--- src/rtl/dac_scaler.sv ---
// Output conditioning between wave memory and the parallel DAC pins: gain about
// mid-scale, DC offset, mute, clamp to DAC range, and a saturating clip counter.
module dac_scaler #(
  parameter int DATA_W = 10,
  parameter int GAIN_W = 4
) (
  input  logic              clk,
  input  logic              rst,
  input  logic [DATA_W-1:0] sample,
  input  logic              sample_valid,
  input  logic [7:0]        cmd,
  input  logic              cmd_valid,
  output logic [DATA_W-1:0] dac_data,
  output logic              dac_valid,
  output logic [7:0]        clip_count
);

  localparam int CW     = DATA_W + 1;           // centered sample width
  localparam int PW     = DATA_W + GAIN_W + 1;  // exact product width
  localparam int SW     = PW + 1;               // stage-2 sum width
  localparam int OFF_W  = 6;
  localparam int OFF_SH = 4;
  localparam int FRAC_W = 3;

  localparam logic [DATA_W-1:0] MID        = {1'b1, {(DATA_W-1){1'b0}}};
  localparam logic [GAIN_W-1:0] GAIN_UNITY = GAIN_W'(1 << FRAC_W);

  typedef enum logic [1:0] {
    OP_GAIN   = 2'b00,
    OP_OFFSET = 2'b01,
    OP_MUTE   = 2'b10,
    OP_NONE   = 2'b11
  } op_e;

  op_e op;
  assign op = op_e'(cmd[7:6]);

  logic [GAIN_W-1:0] gain_sh;
  logic [OFF_W-1:0]  offset_sh;
  logic              mute_sh;

  // NOTE: sequential state uses non-blocking assignments so every register
  // samples the pre-edge values of its neighbours, independent of block order.
  always_ff @(posedge clk or negedge rst) begin
    if (!rst) begin
      gain_sh   <= GAIN_UNITY;
      offset_sh <= '0;
      mute_sh   <= 1'b0;
    end else if (cmd_valid) begin
      case (op)
        OP_GAIN:   gain_sh   <= cmd[GAIN_W-1:0];
        OP_OFFSET: offset_sh <= cmd[OFF_W-1:0];
        OP_MUTE:   mute_sh   <= cmd[0];
        default:   ;
      endcase
    end
  end

  // Stage 1: center about mid-scale and multiply by the raw gain code.
  logic signed [CW-1:0] centered;
  logic signed [PW-1:0] centered_ext;
  logic signed [PW-1:0] gain_ext;
  logic signed [PW-1:0] prod;

  always_comb begin
    centered     = $signed({1'b0, sample}) - $signed({2'b01, {(DATA_W-1){1'b0}}});
    centered_ext = {{(PW-CW){centered[CW-1]}}, centered};
    gain_ext     = {{(PW-GAIN_W){1'b0}}, gain_sh};
    prod         = centered_ext * gain_ext;
  end

  logic                 s1_v;
  logic signed [PW-1:0] s1_prod;
  logic [OFF_W-1:0]     s1_off;
  logic                 s1_mute;

  // Settings are captured alongside the sample so later commands cannot
  // alter a sample already in flight.
  always_ff @(posedge clk or negedge rst) begin
    if (!rst) begin
      s1_v    <= 1'b0;
      s1_prod <= '0;
      s1_off  <= '0;
      s1_mute <= 1'b0;
    end else begin
      s1_v <= sample_valid;
      if (sample_valid) begin
        s1_prod <= prod;
        s1_off  <= offset_sh;
        s1_mute <= mute_sh;
      end
    end
  end

  // Stage 2: rescale, offset, clamp. The shift is done on its own so it
  // stays arithmetic (floor toward -inf).
  logic signed [SW-1:0] prod_ext;
  logic signed [SW-1:0] shifted;
  logic signed [SW-1:0] mid_ext;
  logic signed [SW-1:0] off_ext;
  logic signed [SW-1:0] sum;
  logic [DATA_W-1:0]    result;
  logic                 clip;

  // NOTE: every always_comb output gets a default first so no path can
  // leave it unassigned and infer a latch.
  always_comb begin
    prod_ext = {s1_prod[PW-1], s1_prod};
    shifted  = prod_ext >>> FRAC_W;
    mid_ext  = {{(SW-DATA_W){1'b0}}, MID};
    off_ext  = {{(SW-OFF_W-OFF_SH){s1_off[OFF_W-1]}}, s1_off, {OFF_SH{1'b0}}};
    sum      = shifted + mid_ext + off_ext;
    result   = sum[DATA_W-1:0];
    clip     = 1'b0;
    if (sum[SW-1]) begin
      result = '0;
      clip   = 1'b1;
    end else if (|sum[SW-2:DATA_W]) begin
      result = '1;
      clip   = 1'b1;
    end
    if (s1_mute) begin
      result = MID;
      clip   = 1'b0;
    end
  end

  always_ff @(posedge clk or negedge rst) begin
    if (!rst) begin
      dac_data   <= MID;
      dac_valid  <= 1'b0;
      clip_count <= '0;
    end else begin
      dac_valid <= s1_v;
      if (s1_v) begin
        dac_data <= result;
        if (clip && clip_count != 8'hFF) begin
          clip_count <= clip_count + 8'd1;
        end
      end
    end
  end

endmodule
--- config.mk ---
export PLATFORM = sky130hd
export DESIGN_NAME = dac_scaler
export DESIGN_NICKNAME = d
export VERILOG_FILES = /design/src/rtl/dac_scaler.sv
export SDC_FILE = /design/constraint.sdc
export NUM_CORES = 1
export LEC_CHECK = 0
export BUFFER_PORTS_ARGS = -buffer_cell sky130_fd_sc_hd__buf_2
export CAP_MARGIN = 30
export CORE_MARGIN = 1
export CORE_UTILIZATION = 54
export CTS_BUF_LIST = sky130_fd_sc_hd__clkbuf_16
export DETAILED_ROUTE_END_ITERATION = 6
export PLACE_DENSITY = 0.77
export SLEW_MARGIN = 0
export SYNTH_ARGS = -nofsm -noshare
export SYNTH_HDL_FRONTEND = slang
export SYNTH_SLANG_ARGS = --single-unit
--- constraint.sdc ---
create_clock -name clk -period 3.85 [get_ports clk]
set_input_delay 0.77 -clock clk [delete_from_list [all_inputs] [get_ports clk]]
set_output_delay 0.77 -clock clk [all_outputs]
set_load 0.02 [all_outputs]
==> summary.txt <==
Clock network
  – Max Buffers Root-to-Sink: 2
  – Worst skew pair latency: ~0.29 ns
  – Total CTS buffers: 5
  – Clock-pin transition on the worst setup and hold timing paths: roughly 0.070 ns
  – H-tree depth: 2
  – Hold buffer count at CTS: 0
  – CTS tree: yes
  – Sink Count: 50
  – Root Driver: clkbuf_16

Min path
  – Hold/Removal Path Class: in -> async

Critical path
  – Worst reg2reg setup slack: 0.16 ns
  – Setup crit start kind: primary input
  – CP Cell Sequence: buf_2 -> and2_1 -> ha_1 -> fa_1 -> inv_1 -> fa_1 -> inv_1 -> ha_4 -> and4_1 -> a21o_1 -> a221oi_2 -> xnor2_1 -> mux2_2
  – Crit-path max FO: 4
  – Max incr delay on CP: 0.55 ns
  – Crit path depth: 13
  – Crit Path Category: in -> reg
  – CP max-delay cell: fa_1
  – FF-to-FF path depth: 12
  – Arr. time, crit path: about 3.9 ns
  – Reg-to-Reg End: s1_prod[13]$_DFFE_PN0P_
  – Critical path origin: sample[2]
  – Worst reg2reg startpoint: gain_sh[3]$_DFFE_PN1P_
  – CP Capture Type: register
  – Setup crit end: s1_prod[13]$_DFFE_PN0P_
  – Crit path buffers/inverters: 3
  – Crit-path leading delay family: adder cells
  – Req. time, crit path: approximately 4.0 ns

Route
  – Vias per inst: 5.44
  – Drt drc: 0
  – M1 WL: 3670 µm
  – Met3 routed WL: 180 µm
  – Met2 Routed Length: 4070 µm
  – DRT Wirelength: 8000 µm
  – DRT Pass-1 Iters: 4
  – Top sig layer: met4
  – Antenna-violating nets left: 0
  – Iter 0 DRT Violations: 104
  – Via Count: between 3000 and 4000
  – Avg WL per Cell: roughly 14 µm

Synth
  – Mapped Cells: 402
  – Avg Synthesized Cell Area: approximately 10 µm²
  – Simple-gate share of the synthesized area: 15.2%
  – Post-synth EDFFs: 0
  – Synth Area in Compound Gates: 10.7%
  – FFs w/ async S/R, synth: 100%
  – Adder-cell area share of the yosys netlist: 24.2%
  – Net count after synthesis: 489
  – Largest family of logic cells by synthesized area: adder cells
  – Top_reg_cell synth: dfrtp_1
  – Yosys reg bits: 50
  – Post-synthesis mux area share: 7.23%
  – Cell Area, Synth: between 4000 and 5000 µm²
  – Post-synthesis sequential area ratio: 31.0%
  – Yosys cell types: 55
  – Yosys warns: 0
  – XOR/XNOR Fraction of Synth Area: between 4 and 5%

Floorplanning
  – Initial Util: a little under three fifths
  – IO Count: roughly 40
  – Die width: 88.6 µm
  – Die span in y: 88.6 µm
  – Total core area: 7250 µm²
  – FP Rows: 31
  – Die ar.: 7850 µm²

Pwr
  – Power per cell area: about 740 nW/µm²
  – Leakage: about 2.4 nW
  – Peak supply drop: 0.355 mV

Placed design
  – DP HPWL: 6350 µm
  – # port buffers: 40
  – GP Congestion: 0.872
  – Setup WS pre-CTS: -0.249 ns

STA
  – Post-Route Skew: ~0.0055 ns
  – Final Cycle Share: 96.4%
  – Transition time of the tightest slew-check pin: 0.642 ns
  – Final Critical Period: 3.71 ns
  – Final Worst Setup Slack: 0.139 ns
  – Slew margin rel.: between 50% and 60%
  – Final slew viol count: 0
  – Hold Fails Final Rpt: 0
  – Setup TNS: 0 ns
  – Final setup violation count: 0
  – Worst hold slack: 0.443 ns
  – F_max: roughly 0.27 GHz

Final layout
  – Commonest cells after routing, fill and taps aside: inv_1 (60), dfrtp_1 (48), buf_2 (40)
  – Share of cells above drive strength 1: 25.4%
  – Synth-to-Final Area Change: 17.9%
  – Antenna diodes: 0
  – Commonest non-fill, non-tap cell in the layout: inv_1
  – Nets@finish: 554

Run
  – Max_cap viols: 0

Global route
  – Grt ovf: 0
  – Initial antenna violation count: 0
  – Vias in the first global route: 3057
  – First-pass GRT wire length: 13400 µm
  – Total track usage: a little over a fifth
  – Largest net degree at the start of global routing: 31

Status
  – Status: complete, no violations
## area by class of cell
type                       instances  area (µm²)
clock inverter                     3        21.3
tap                               99         124
inverter                          61         229
multi-input combinational        281        2600
sequential                        50        1250
clock buffer                       5         125
timing repair buffer              68         423
fill                             558        2480
## Yosys cell counts, types with 2 or more instances
library cell	number	area [µm²]
nand4_1	3	18.8
xor2_1	4	35.0
buf_6	3	33.8
and3_1	2	12.5
dfrtp_1	48	1200
a21o_1	7	52.6
nor2b_1	6	37.5
mux2_1	2	22.5
fa_1	22	440
a21oi_1	14	70.1
nand3b_1	3	22.5
nand3_1	7	35.0
o21ai_0	10	50.1
o211ai_1	3	22.5
and2_1	27	169
nor3_1	12	60.1
ha_1	43	538
nor2_1	10	37.5
inv_1	60	225
nand2b_1	5	31.3
xnor2_1	17	149
mux2_2	24	270
dfstp_2	2	52.6
o22ai_1	9	56.3
clkbuf_1	5	18.8
o21a_1	2	15.0
and4_1	4	35.0
a31oi_1	2	12.5
nand2_1	19	71.3
a211oi_1	2	15.0
## through the flow
stage	power (mW)	std cells	utilization (%)	area (µm²)
4_1_cts	3.47	566	64.6	4680
3_5_place_dp	3.01	558	62.5	4540
3_3_place_gp	2.92	557	62.3	4520
6_report	3.56	567	65.8	4770
5_1_grt	3.89	567	65.8	4770
2_1_floorplan	2.48	402	-	4060
## layer usage
metal  vias up  track usage, %
met4         0            4.84
li1       1505               -
met5         -               0
met2        47            39.3
met3        11            3.36
met1      1521            27.3
## worst min path at each step
stage / end / slack (ns) / cells after the start
final: clip_count[6]$_DFFE_PN0P_ / 0.44 / 1
after global routing: dac_valid$_DFF_PN0_ / 0.48 / 1
after CTS: dac_data[7]$_DFFE_PN0P_ / 0.46 / 1
after detailed placement: clip_count[5]$_DFFE_PN0P_ / 0.49 / 1
after global placement: s1_off[5]$_DFFE_PN0P_ / 0.48 / 2
after floorplan: dac_valid$_DFF_PN0_ / 0.36 / 0
## logic make-up (layout without fill, tap and decap cells)
kind of cell	Yosys count	after routing
AND/OR/NAND/NOR	107	107
buffers and inverters	71	137
adder cells (fa/ha/maj)	65	65
AO/OA/AOI/OAI	62	62
flip-flops	50	50
multiplexers	26	26
XOR/XNOR	21	21
## what timing repair did
action	CTS	global route
hold endpoints to repair	0	0
gates resized for setup	0	10
setup endpoints to repair	0	7
buffers inserted	0	1
## flip-flops by register name, indices dropped and copies added (netlist names), 4 cells and up
signal	cells
s1_prod	12
dac_data	10
clip_count	8
offset_sh	6
s1_off	6
gain_sh	4
## report_power, final
part / total (mW) / internal (mW) / switching (mW)
Sequential: 0.852 / 0.712 / 0.141
Combinational: 2.27 / 1.04 / 1.23
Clock: 0.432 / 0.241 / 0.192
No activity file was read; power rests on OpenSTA's default activity.
